### config.mk
export PLATFORM = sky130hd
export DESIGN_NAME = seg7_scan_mux_flat
export DESIGN_NICKNAME = d
export VERILOG_FILES = /design/src/rtl/seg7_scan_mux_if.sv /design/src/rtl/seg7_scan_mux.sv /design/src/flat_wrapper.sv
export SDC_FILE = /design/constraint.sdc
export NUM_CORES = 1
export LEC_CHECK = 0
export ABC_AREA = 1
export CAP_MARGIN = 0
export CORE_UTILIZATION = 50
export CTS_CLUSTER_SIZE = 20
export DETAILED_ROUTE_END_ITERATION = 6
export PLACE_DENSITY = 0.74
export SLEW_MARGIN = 20
export SYNTH_ARGS = -nofsm -noshare
export SYNTH_HDL_FRONTEND = slang
export SYNTH_SLANG_ARGS = --single-unit
export TNS_END_PERCENT = 100
### constraint.sdc
create_clock -name clk -period 2.4 [get_ports clk]
set_input_delay 0.36 -clock clk [delete_from_list [all_inputs] [get_ports clk]]
set_output_delay 0.36 -clock clk [all_outputs]
set_load 0.01 [all_outputs]
### src/rtl/seg7_scan_mux_if.sv
// seg7_scan_mux_if: load-side bus of seg7_scan_mux (new digits in, pending flag back)
interface seg7_scan_mux_if #(
    parameter int NUM_DIGITS = 4
);
    logic                    load;
    logic [4*NUM_DIGITS-1:0] data_in;
    logic [NUM_DIGITS-1:0]   blank_in;
    logic                    pending;

    modport master (output load, data_in, blank_in, input pending);
    modport slave  (input load, data_in, blank_in, output pending);
endinterface

### src/rtl/seg7_scan_mux.sv
// seg7_scan_mux: multi-digit 7-segment scanner with frame-aligned double buffering; LEADING_ZERO_BLANK_EN adds leading-zero suppression
module seg7_scan_mux #(
    parameter int NUM_DIGITS    = 4,
    parameter int REFRESH_DIV   = 100000,
    parameter int AN_ACTIVE_LOW = 1
) (
    input  logic                                        clk,
    input  logic                                        rst,
    seg7_scan_mux_if.slave                              bus,
    output logic [6:0]                                  seg,
    output logic [NUM_DIGITS-1:0]                       an,
    output logic [(NUM_DIGITS > 1 ? $clog2(NUM_DIGITS) : 1)-1:0] digit_idx,
    output logic                                        frame_done
);
    localparam int DW = NUM_DIGITS > 1 ? $clog2(NUM_DIGITS) : 1;
    localparam int CW = REFRESH_DIV > 1 ? $clog2(REFRESH_DIV) : 1;
    localparam logic [NUM_DIGITS-1:0] AN_OFF = AN_ACTIVE_LOW != 0 ? {NUM_DIGITS{1'b1}} : '0;

    logic [CW-1:0]           div_cnt;
    logic [4*NUM_DIGITS-1:0] pend_data, disp_data;
    logic [NUM_DIGITS-1:0]   pend_blank, disp_blank, auto_blank, onehot;
    logic                    tick, wrap, blanked;
    logic [3:0]              nibble;
    logic [6:0]              hex_seg;

    assign tick    = div_cnt == CW'(REFRESH_DIV - 1);
    assign wrap    = tick && digit_idx == DW'(NUM_DIGITS - 1);
    assign nibble  = disp_data[4*digit_idx +: 4];
    assign blanked = disp_blank[digit_idx] | auto_blank[digit_idx];
    assign onehot  = NUM_DIGITS'(1) << digit_idx;

    // Refresh divider and digit scanner; frame_done is registered alongside the wrap to digit 0
    always_ff @(posedge clk) begin
        if (rst) begin
            div_cnt    <= '0;
            digit_idx  <= '0;
            frame_done <= 1'b0;
        end else begin
            div_cnt    <= tick ? '0 : div_cnt + 1'b1;
            digit_idx  <= tick ? (wrap ? '0 : digit_idx + 1'b1) : digit_idx;
            frame_done <= wrap;
        end
    end

    // Double buffer: loads land in the pending regs, which move to the display only on a frame wrap
    always_ff @(posedge clk) begin
        if (rst) begin
            pend_data   <= '0;
            pend_blank  <= '0;
            bus.pending <= 1'b0;
            disp_data   <= '0;
            disp_blank  <= '1;
        end else begin
            if (wrap && bus.pending) begin
                disp_data  <= pend_data;
                disp_blank <= pend_blank;
            end
            if (bus.load) begin
                pend_data  <= bus.data_in;
                pend_blank <= bus.blank_in;
            end
            bus.pending <= bus.load || (bus.pending && !wrap);
        end
    end

`ifdef LEADING_ZERO_BLANK_EN
    logic zero_above;

    // Blank digit k>0 when it and every more-significant nibble are zero; digit 0 always shows
    always_comb begin
        zero_above = 1'b1;
        auto_blank = '0;
        for (int k = NUM_DIGITS - 1; k > 0; k--) begin
            zero_above    = zero_above && disp_data[4*k +: 4] == 4'd0;
            auto_blank[k] = zero_above;
        end
    end
`else
    assign auto_blank = '0;
`endif

    // Hex nibble to active-low {g,f,e,d,c,b,a}
    always_comb begin
        case (nibble)
            4'h0: hex_seg = 7'b1000000;
            4'h1: hex_seg = 7'b1111001;
            4'h2: hex_seg = 7'b0100100;
            4'h3: hex_seg = 7'b0110000;
            4'h4: hex_seg = 7'b0011001;
            4'h5: hex_seg = 7'b0010010;
            4'h6: hex_seg = 7'b0000010;
            4'h7: hex_seg = 7'b1111000;
            4'h8: hex_seg = 7'b0000000;
            4'h9: hex_seg = 7'b0010000;
            4'hA: hex_seg = 7'b0001000;
            4'hB: hex_seg = 7'b0000011;
            4'hC: hex_seg = 7'b1000110;
            4'hD: hex_seg = 7'b0100001;
            4'hE: hex_seg = 7'b0000110;
            default: hex_seg = 7'b0001110;
        endcase
    end

    // Registered pin stage: one cycle behind digit_idx so segments and anode switch together
    always_ff @(posedge clk) begin
        if (rst) begin
            seg <= 7'h7F;
            an  <= AN_OFF;
        end else begin
            seg <= blanked ? 7'h7F : hex_seg;
            an  <= AN_ACTIVE_LOW != 0 ? ~onehot : onehot;
        end
    end
endmodule

### src/flat_wrapper.sv
// flat-port wrapper written by rule: the top's interface ports become plain ports
module seg7_scan_mux_flat 
#(
    parameter int NUM_DIGITS    = 4,
    parameter int REFRESH_DIV   = 100000,
    parameter int AN_ACTIVE_LOW = 1
)
  (clk, rst, seg, an, digit_idx, frame_done, bus_load, bus_data_in, bus_blank_in, bus_pending);
  seg7_scan_mux_if #(.NUM_DIGITS(NUM_DIGITS)) bus_i ();
  input  logic clk;
  input  logic rst;
  output logic [6:0] seg;
  output logic [NUM_DIGITS-1:0] an;
  output logic [(NUM_DIGITS > 1 ? $clog2(NUM_DIGITS) : 1)-1:0] digit_idx;
  output logic frame_done;
  input wire logic [$bits(bus_i.load)-1:0] bus_load;
  input wire logic [$bits(bus_i.data_in)-1:0] bus_data_in;
  input wire logic [$bits(bus_i.blank_in)-1:0] bus_blank_in;
  output wire logic [$bits(bus_i.pending)-1:0] bus_pending;
  assign bus_i.load = bus_load;
  assign bus_i.data_in = bus_data_in;
  assign bus_i.blank_in = bus_blank_in;
  assign bus_pending = bus_i.pending;
  seg7_scan_mux #(.NUM_DIGITS(NUM_DIGITS), .REFRESH_DIV(REFRESH_DIV), .AN_ACTIVE_LOW(AN_ACTIVE_LOW)) u_core (.clk(clk), .rst(rst), .bus(bus_i), .seg(seg), .an(an), .digit_idx(digit_idx), .frame_done(frame_done));
endmodule
==> run_results.csv, run 1 <==
group,metric,value,unit
outcome,status,"completed",
synth,synth_nets,476,
route,via_per_inst,4.89,
job,maxCapViolations,0,
timing,finalSetupViolCount,0,
synth,synth-seq-cells,72,
timing,fin_crit_sh,87.1,%
timing,finalClockSkew,0.00770,ns
route,detail_route.wirelength,6280,µm
worst_setup_path,critical_path_arrival,2.32,ns
cts,clkLatencyLatePin,0.35,ns
route,drc,0,
floorplanning,fp.dieH,82.8,µm
synth,ys_seq_area_share,44.2,%
floorplanning,std_cell_rows,29,
finish,synthToLayoutAreaGrowth,19.0,%
finish,diodes,0,
cts,cts_resized,0,
finish,final_layout_size_suffix_gt1_share,9.81,%
timing,clock.fmax,0.478,GHz
power,irDropWorstVdd,0.463,mV
route,drt_iter0_markers,116,
grt,grt_pass1_wl,11500,µm
route,wire_per_inst,11.3,µm
cts,path_clk_slew,0.07,ns
cts,root_buffer,"clkbuf_8",
timing,drv_slew,0,
floorplanning,dieArea,6860,µm²
route,num_vias,2717,
worst_setup_path,end_kind,"register",
timing,hold_viol_final,0,
synth,syn_area,3260,µm²
grt,grt-ovfl-total,0,
worst_setup_path,required,2.63,ns
route,drtAntennaViolNets,0,
hold_path,hp-class,"register to register",
place,hpwl,4280,µm
place,placed_cell_area,3630,µm²
grt,grt_pass1_vias,2632,
floorplanning,fp.coreArea,6310,µm²
synth,yosysWarnings,0,
timing,worst_slew_pin_slew,0.634,ns
cts,clockBufferDepth,2,
power,power.total,2.54,mW
cts,hold_buffers,0,
cts,cts_tree,"done",
grt,antenna_found_initial,0,
place,io_buffers,37,
power,leakagePower,1.65,nW
worst_setup_path,cp-start-kind,"register",
worst_setup_path,worstSetupPathType,"register to register",
worst_setup_path,path_max_fanout,10,
cts,post-cts-setup-buffers,0,
grt,grt_use_total,20.5,%
grt,grt_max_degree,41,
cts,htree_levels,3,
finish,design_area,3890,µm²
floorplanning,die_w,82.8,µm
synth,yosysUniqueCellTypes,31,
timing,slew_headroom,57.7,%
finish,fin_nets,508,
route,firstDrtPassIters,4,
floorplanning,io_pins,38,
finish,nFillCells,584,
floorplanning,start_util,51.7,%
cts,cts_inserted_buffers,9,
power,p_per_area,653,nW/µm²
synth,syn_inst,442,
timing,fin_crit,2.09,ns
place,gp_congestion,0.819,
timing,setup_tns,0,ns
synth,synth.avg_cell_area,7.39,µm²
timing,rsz0062_at_grt,"no",
cts,clock_sinks,72,
==> synthesized netlist by cell type, drive strengths merged <==
library cell | n | share of area [%]
o21ai | 38 | 5.8
or2 | 2 | 0.38
xor2 | 5 | 1.3
nor2 | 106 | 14
o21bai | 1 | 0.23
buf | 12 | 2.9
ha | 11 | 4.2
nand4 | 8 | 2.0
nand2 | 95 | 12
o211ai | 1 | 0.23
clkbuf | 6 | 1.0
nor3 | 5 | 0.92
xnor2 | 2 | 0.54
dfxtp | 72 | 44
nor3b | 1 | 0.23
a31oi | 1 | 0.19
nand3 | 25 | 4.2
a21oi | 14 | 2.1
inv | 37 | 4.3
==> sequential cells by signal, indices dropped and copies added, names as in the netlist, 2 cells and up <==
signal	flops
u_core.div_cnt	17
u_core.disp_blank	4
u_core.pend_data	16
u_core.pend_blank	4
u_core.an	4
u_core.disp_data	16
u_core.seg	7
u_core.digit_idx	2
==> worst paths after layout <==
| kind | startpoint | endpoint | slack (ns) | cells past startpoint |
|---|---|---|---|---|
| setup / recovery | u_core.digit_idx[1]$_SDFFE_PP0P_ | u_core.seg[0]$_SDFF_PP1_ | 0.31 | 10 |
| hold / removal | u_core.div_cnt[0]$_SDFF_PP0_ | u_core.div_cnt[0]$_SDFF_PP0_ | 0.45 | 1 |
| setup reg to reg | u_core.digit_idx[1]$_SDFFE_PP0P_ | u_core.seg[0]$_SDFF_PP1_ | 0.31 | 10 |
| hold reg to reg | u_core.div_cnt[0]$_SDFF_PP0_ | u_core.div_cnt[0]$_SDFF_PP0_ | 0.45 | 1 |
==> metal layers <==
metal	track usage, %	share of wire [%]	up-vias
li1	-	-	1450
met1	25.3	48	1205
met2	33.4	47	55
met3	6.26	4.4	7
met4	7.84	1.2	0
met5	0	0	-
==> cell type report <==
cell class,count,area (µm²),area share (%)
Tap cell,77,96.3,2.48
Sequential cell,72,1440,37.1
Inverter,37,139,3.57
Clock inverter,5,103,2.64
Clock buffer,11,151,3.90
Timing Repair Buffer,39,398,10.2
Multi-Input combinational cell,315,1560,40.1
==> cells in the final DEF, fill, tap and decap left out, types with 2 or more instances in the layout <==
master / instances
nor2_1: 92
nand2_1: 87
ha_1: 11
xnor2_1: 2
inv_2: 4
clkbuf_8: 11
nor2_4: 2
inv_1: 33
nand3_1: 24
xor2_1: 5
clkdlybuf4s50_1: 37
nand2_2: 7
or2_0: 2
nor2_2: 12
o21ai_0: 34
bufinv_16: 3
nand4_1: 7
a21oi_1: 14
o21ai_1: 4
dfxtp_1: 72
nor3_1: 4
==> where the power goes <==
group / internal, mW / leakage (nW) / switching [mW] / total, mW
combinational: 0.0566 / 0.936 / 0.0499 / 0.106
clock: 0.745 / 0.126 / 0.442 / 1.19
sequential: 1.22 / 0.587 / 0.0199 / 1.24
total: 2.03 / 1.65 / 0.512 / 2.54
==> stage by stage <==
stage / utilization [%] / setup slack, ns / cells / hold slack (ns)
finish: 61.6 / 0.310 / 556 / 0.449
global route: 61.6 / 0.0540 / 556 / 0.484
CTS: 61.6 / 0.326 / 556 / 0.454
detailed placement: 57.5 / 0.341 / 540 / 0.443
global placement: 57.5 / 0.418 / 540 / 0.429
floorplan: - / 0.619 / 442 / 0.417
==> critical path, stage by stage, from the launching register on <==
cell and delay, ns:
dfxtp_1 0.55, inv_1 0.23, a21oi_1 0.15, o21ai_0 0.11
nand2_1 0.23, inv_1 0.12, ha_1 0.25, inv_1 0.09
a21oi_1 0.07, o21ai_0 0.09, nand3_1 0.08
==> kinds of logic after synthesis <==
group	share of synthesized area, %
simple gates	33.0
flops	44.2
compound gates	8.62
buf+inv	8.13
fa+ha+maj	4.22
xor+xnor	1.88
(Power assumes the default switching activity.)
==> run 2: changes to the inputs <==
--- a/config.mk
+++ b/config.mk
@@ -11,6 +11,7 @@
 export CTS_CLUSTER_SIZE = 20
 export DETAILED_ROUTE_END_ITERATION = 6
 export PLACE_DENSITY = 0.74
+export SKIP_CTS_REPAIR_TIMING = 1
 export SLEW_MARGIN = 20
 export SYNTH_ARGS = -nofsm -noshare
 export SYNTH_HDL_FRONTEND = slang
==> results of run 2 <==
Final layout, timing and power as in run 1 (identical DEF).
==> run 3: changes to the inputs <==
--- a/config.mk
+++ b/config.mk
@@ -7,10 +7,11 @@
 export LEC_CHECK = 0
 export ABC_AREA = 1
 export CAP_MARGIN = 0
+export CORE_ASPECT_RATIO = 0.5
 export CORE_UTILIZATION = 50
 export CTS_CLUSTER_SIZE = 20
 export DETAILED_ROUTE_END_ITERATION = 6
-export PLACE_DENSITY = 0.74
+export PLACE_DENSITY = 0.77
 export SKIP_CTS_REPAIR_TIMING = 1
 export SLEW_MARGIN = 20
 export SYNTH_ARGS = -nofsm -noshare
==> constraint.sdc (replaced) <==
create_clock -name clk -period 1.75 [get_ports clk]
set_input_delay 0.2625 -clock clk [delete_from_list [all_inputs] [get_ports clk]]
set_output_delay 0.2625 -clock clk [all_outputs]
set_load 0.01 [all_outputs]
==> run 3 against run 2 <==
Effect of this change: cell area grew 6.5%; first-iteration DRC count is the same; worst hold slack worse by 0.018 ns; via count increased by 7.0%; sequential share of layout area decreased by 2.2 points.
==> run_results.csv, run 3 (synthesis gave the netlist of run 1 again) <==
group,metric,value,unit
outcome,status,"completed",
worst_setup_path,slowest_delay,0.34,ns
route,wire_per_inst,11.8,µm
floorplanning,fp.coreArea,6180,µm²
timing,fin_ws,0.0497,ns
finish,fin_util,67.0,%
place,pre_cts_ws,0.0496,ns
finish,mostFrequentLayoutCell,"nor2_1",
floorplanning,die_w,116,µm
grt,grt_use_total,20.7,%
worst_setup_path,critical_path_arrival,1.96,ns
worst_setup_path,crit_family,"simple AND/OR/NAND/NOR gates",
worst_setup_path,cp_slowest_cell,"dfxtp_2",
cts,clockBufferDepth,2,
place,gp_congestion,0.831,
timing,setup_tns,0,ns
route,drc,0,
cts,path_clk_slew,0.05,ns
place,placed_cell_area,3720,µm²
power,irDropWorstVdd,0.457,mV
grt,grt_max_degree,25,
job,maxCapViolations,0,
hold_path,hp-class,"register to register",
cts,cts_tree,"done",
power,leakagePower,1.77,nW
timing,worst_slew_pin_slew,0.895,ns
worst_setup_path,worstSetupPathType,"register to register",
grt,antenna_found_initial,0,
worst_setup_path,path_max_fanout,5,
floorplanning,dieArea,6880,µm²
finish,nFillCells,532,
finish,largest_register_ffs,17,
route,via_per_inst,4.96,
timing,drv_slew,0,
finish,regMostFlops,"u_core.div_cnt",
timing,fin_crit,1.70,ns
worst_setup_path,end_kind,"register",
place,hpwl,4590,µm
finish,largestRegisters,"u_core.div_cnt x17, u_core.disp_data x16, u_core.pend_data x16",
cts,clock_sinks,72,
route,drt_iter0_markers,116,
timing,fin_crit_sh,97.2,%
power,p_per_area,834,nW/µm²
floorplanning,io_pins,38,
cts,clkLatencyLatePin,0.33,ns
finish,fin_nets,529,
cts,root_buffer,"clkbuf_16",
route,num_vias,2906,
timing,slew_headroom,40.0,%
worst_setup_path,cp-start-kind,"register",
cts,htree_levels,3,
route,drtAntennaViolNets,0,
finish,layout_common_cells,"92 x nor2_1, 87 x nand2_1, 70 x dfxtp_1, 37 x clkdlybuf4s50_1, 33 x o21ai_0",
worst_setup_path,worstPathCellList,"ha_2 -> nand2_2 -> nor2_4 -> nand3_2 -> nor2_4 -> buf_4 -> nand4_4 -> nand2_1 -> nand2_1 -> nor2_1",
finish,diodes,0,
timing,hold_slack,0.431,ns
timing,clock.fmax,0.588,GHz
timing,finalSetupViolCount,0,
grt,grt_pass1_wl,10700,µm
floorplanning,fp.dieH,59.1,µm
route,firstDrtPassIters,4,
finish,design_area,4140,µm²
grt,grt-ovfl-total,0,
route,detail_route.wirelength,6900,µm
worst_setup_path,cp_num_buf_inv,1,
grt,grt_pass1_vias,2513,
floorplanning,start_util,52.8,%
timing,hold_viol_final,0,
place,io_buffers,37,
finish,final_layout_size_suffix_gt1_share,14.3,%
finish,synthToLayoutAreaGrowth,26.8,%
timing,finalClockSkew,0.00407,ns
cts,cts_inserted_buffers,9,
floorplanning,std_cell_rows,20,
worst_setup_path,required,2.01,ns
==> run 3: worst paths after layout <==
path	from	to	slack [ns]	cells after the start
setup / recovery	u_core.div_cnt[0]$_SDFF_PP0_	u_core.disp_data[14]$_SDFFE_PP0P_	0.05	10
hold / removal	u_core.div_cnt[0]$_SDFF_PP0_	u_core.div_cnt[0]$_SDFF_PP0_	0.43	1
setup reg to reg	u_core.div_cnt[0]$_SDFF_PP0_	u_core.disp_data[14]$_SDFFE_PP0P_	0.05	10
hold reg to reg	u_core.div_cnt[0]$_SDFF_PP0_	u_core.div_cnt[0]$_SDFF_PP0_	0.43	1
==> run 3: final cells by class <==
class / instances / area [µm²] / share of cell area [%]
multi-input cells: 318 / 1660 / 40.1
flip-flops and latches: 72 / 1440 / 34.9
clock inverters: 1 / 5.00 / 0.121
clock buffers: 13 / 250 / 6.05
inverters: 37 / 139 / 3.36
well taps: 88 / 110 / 2.66
repair buffers: 57 / 533 / 12.9
==> run 3: worst reg2reg max path: stages, from the launching register on <==
cell	delay [ns]
dfxtp_2	0.34
ha_2	0.19
nand2_2	0.09
nor2_4	0.13
nand3_2	0.10
nor2_4	0.17
buf_4	0.19
nand4_4	0.17
nand2_1	0.11
nand2_1	0.05
nor2_1	0.10
==> run 3: report_power, final <==
| group | leakage (nW) | switching (mW) | internal (mW) |
|---|---|---|---|
| combinational | 1.06 | 0.0818 | 0.0820 |
| sequential | 0.588 | 0.0224 | 1.68 |
| clock | 0.126 | 0.602 | 0.979 |
| total | 1.77 | 0.707 | 2.74 |
==> run 3: metrics by stage <==
step           power [mW]  cells
2_1_floorplan        1.82    442
5_1_grt              3.59    586
4_1_cts              3.48    577
3_3_place_gp         1.89    563
6_report             3.45    586
3_5_place_dp         1.89    563
==> run 3: layer usage <==
metal / vias to the layer above / GRT usage [%] / share of wire, %
li1: 1512 / - / -
met1: 1331 / 25.1 / 49
met2: 56 / 33.7 / 46
met3: 7 / 9.00 / 4.8
met4: 0 / 5.86 / 0.85
met5: - / 0 / 0
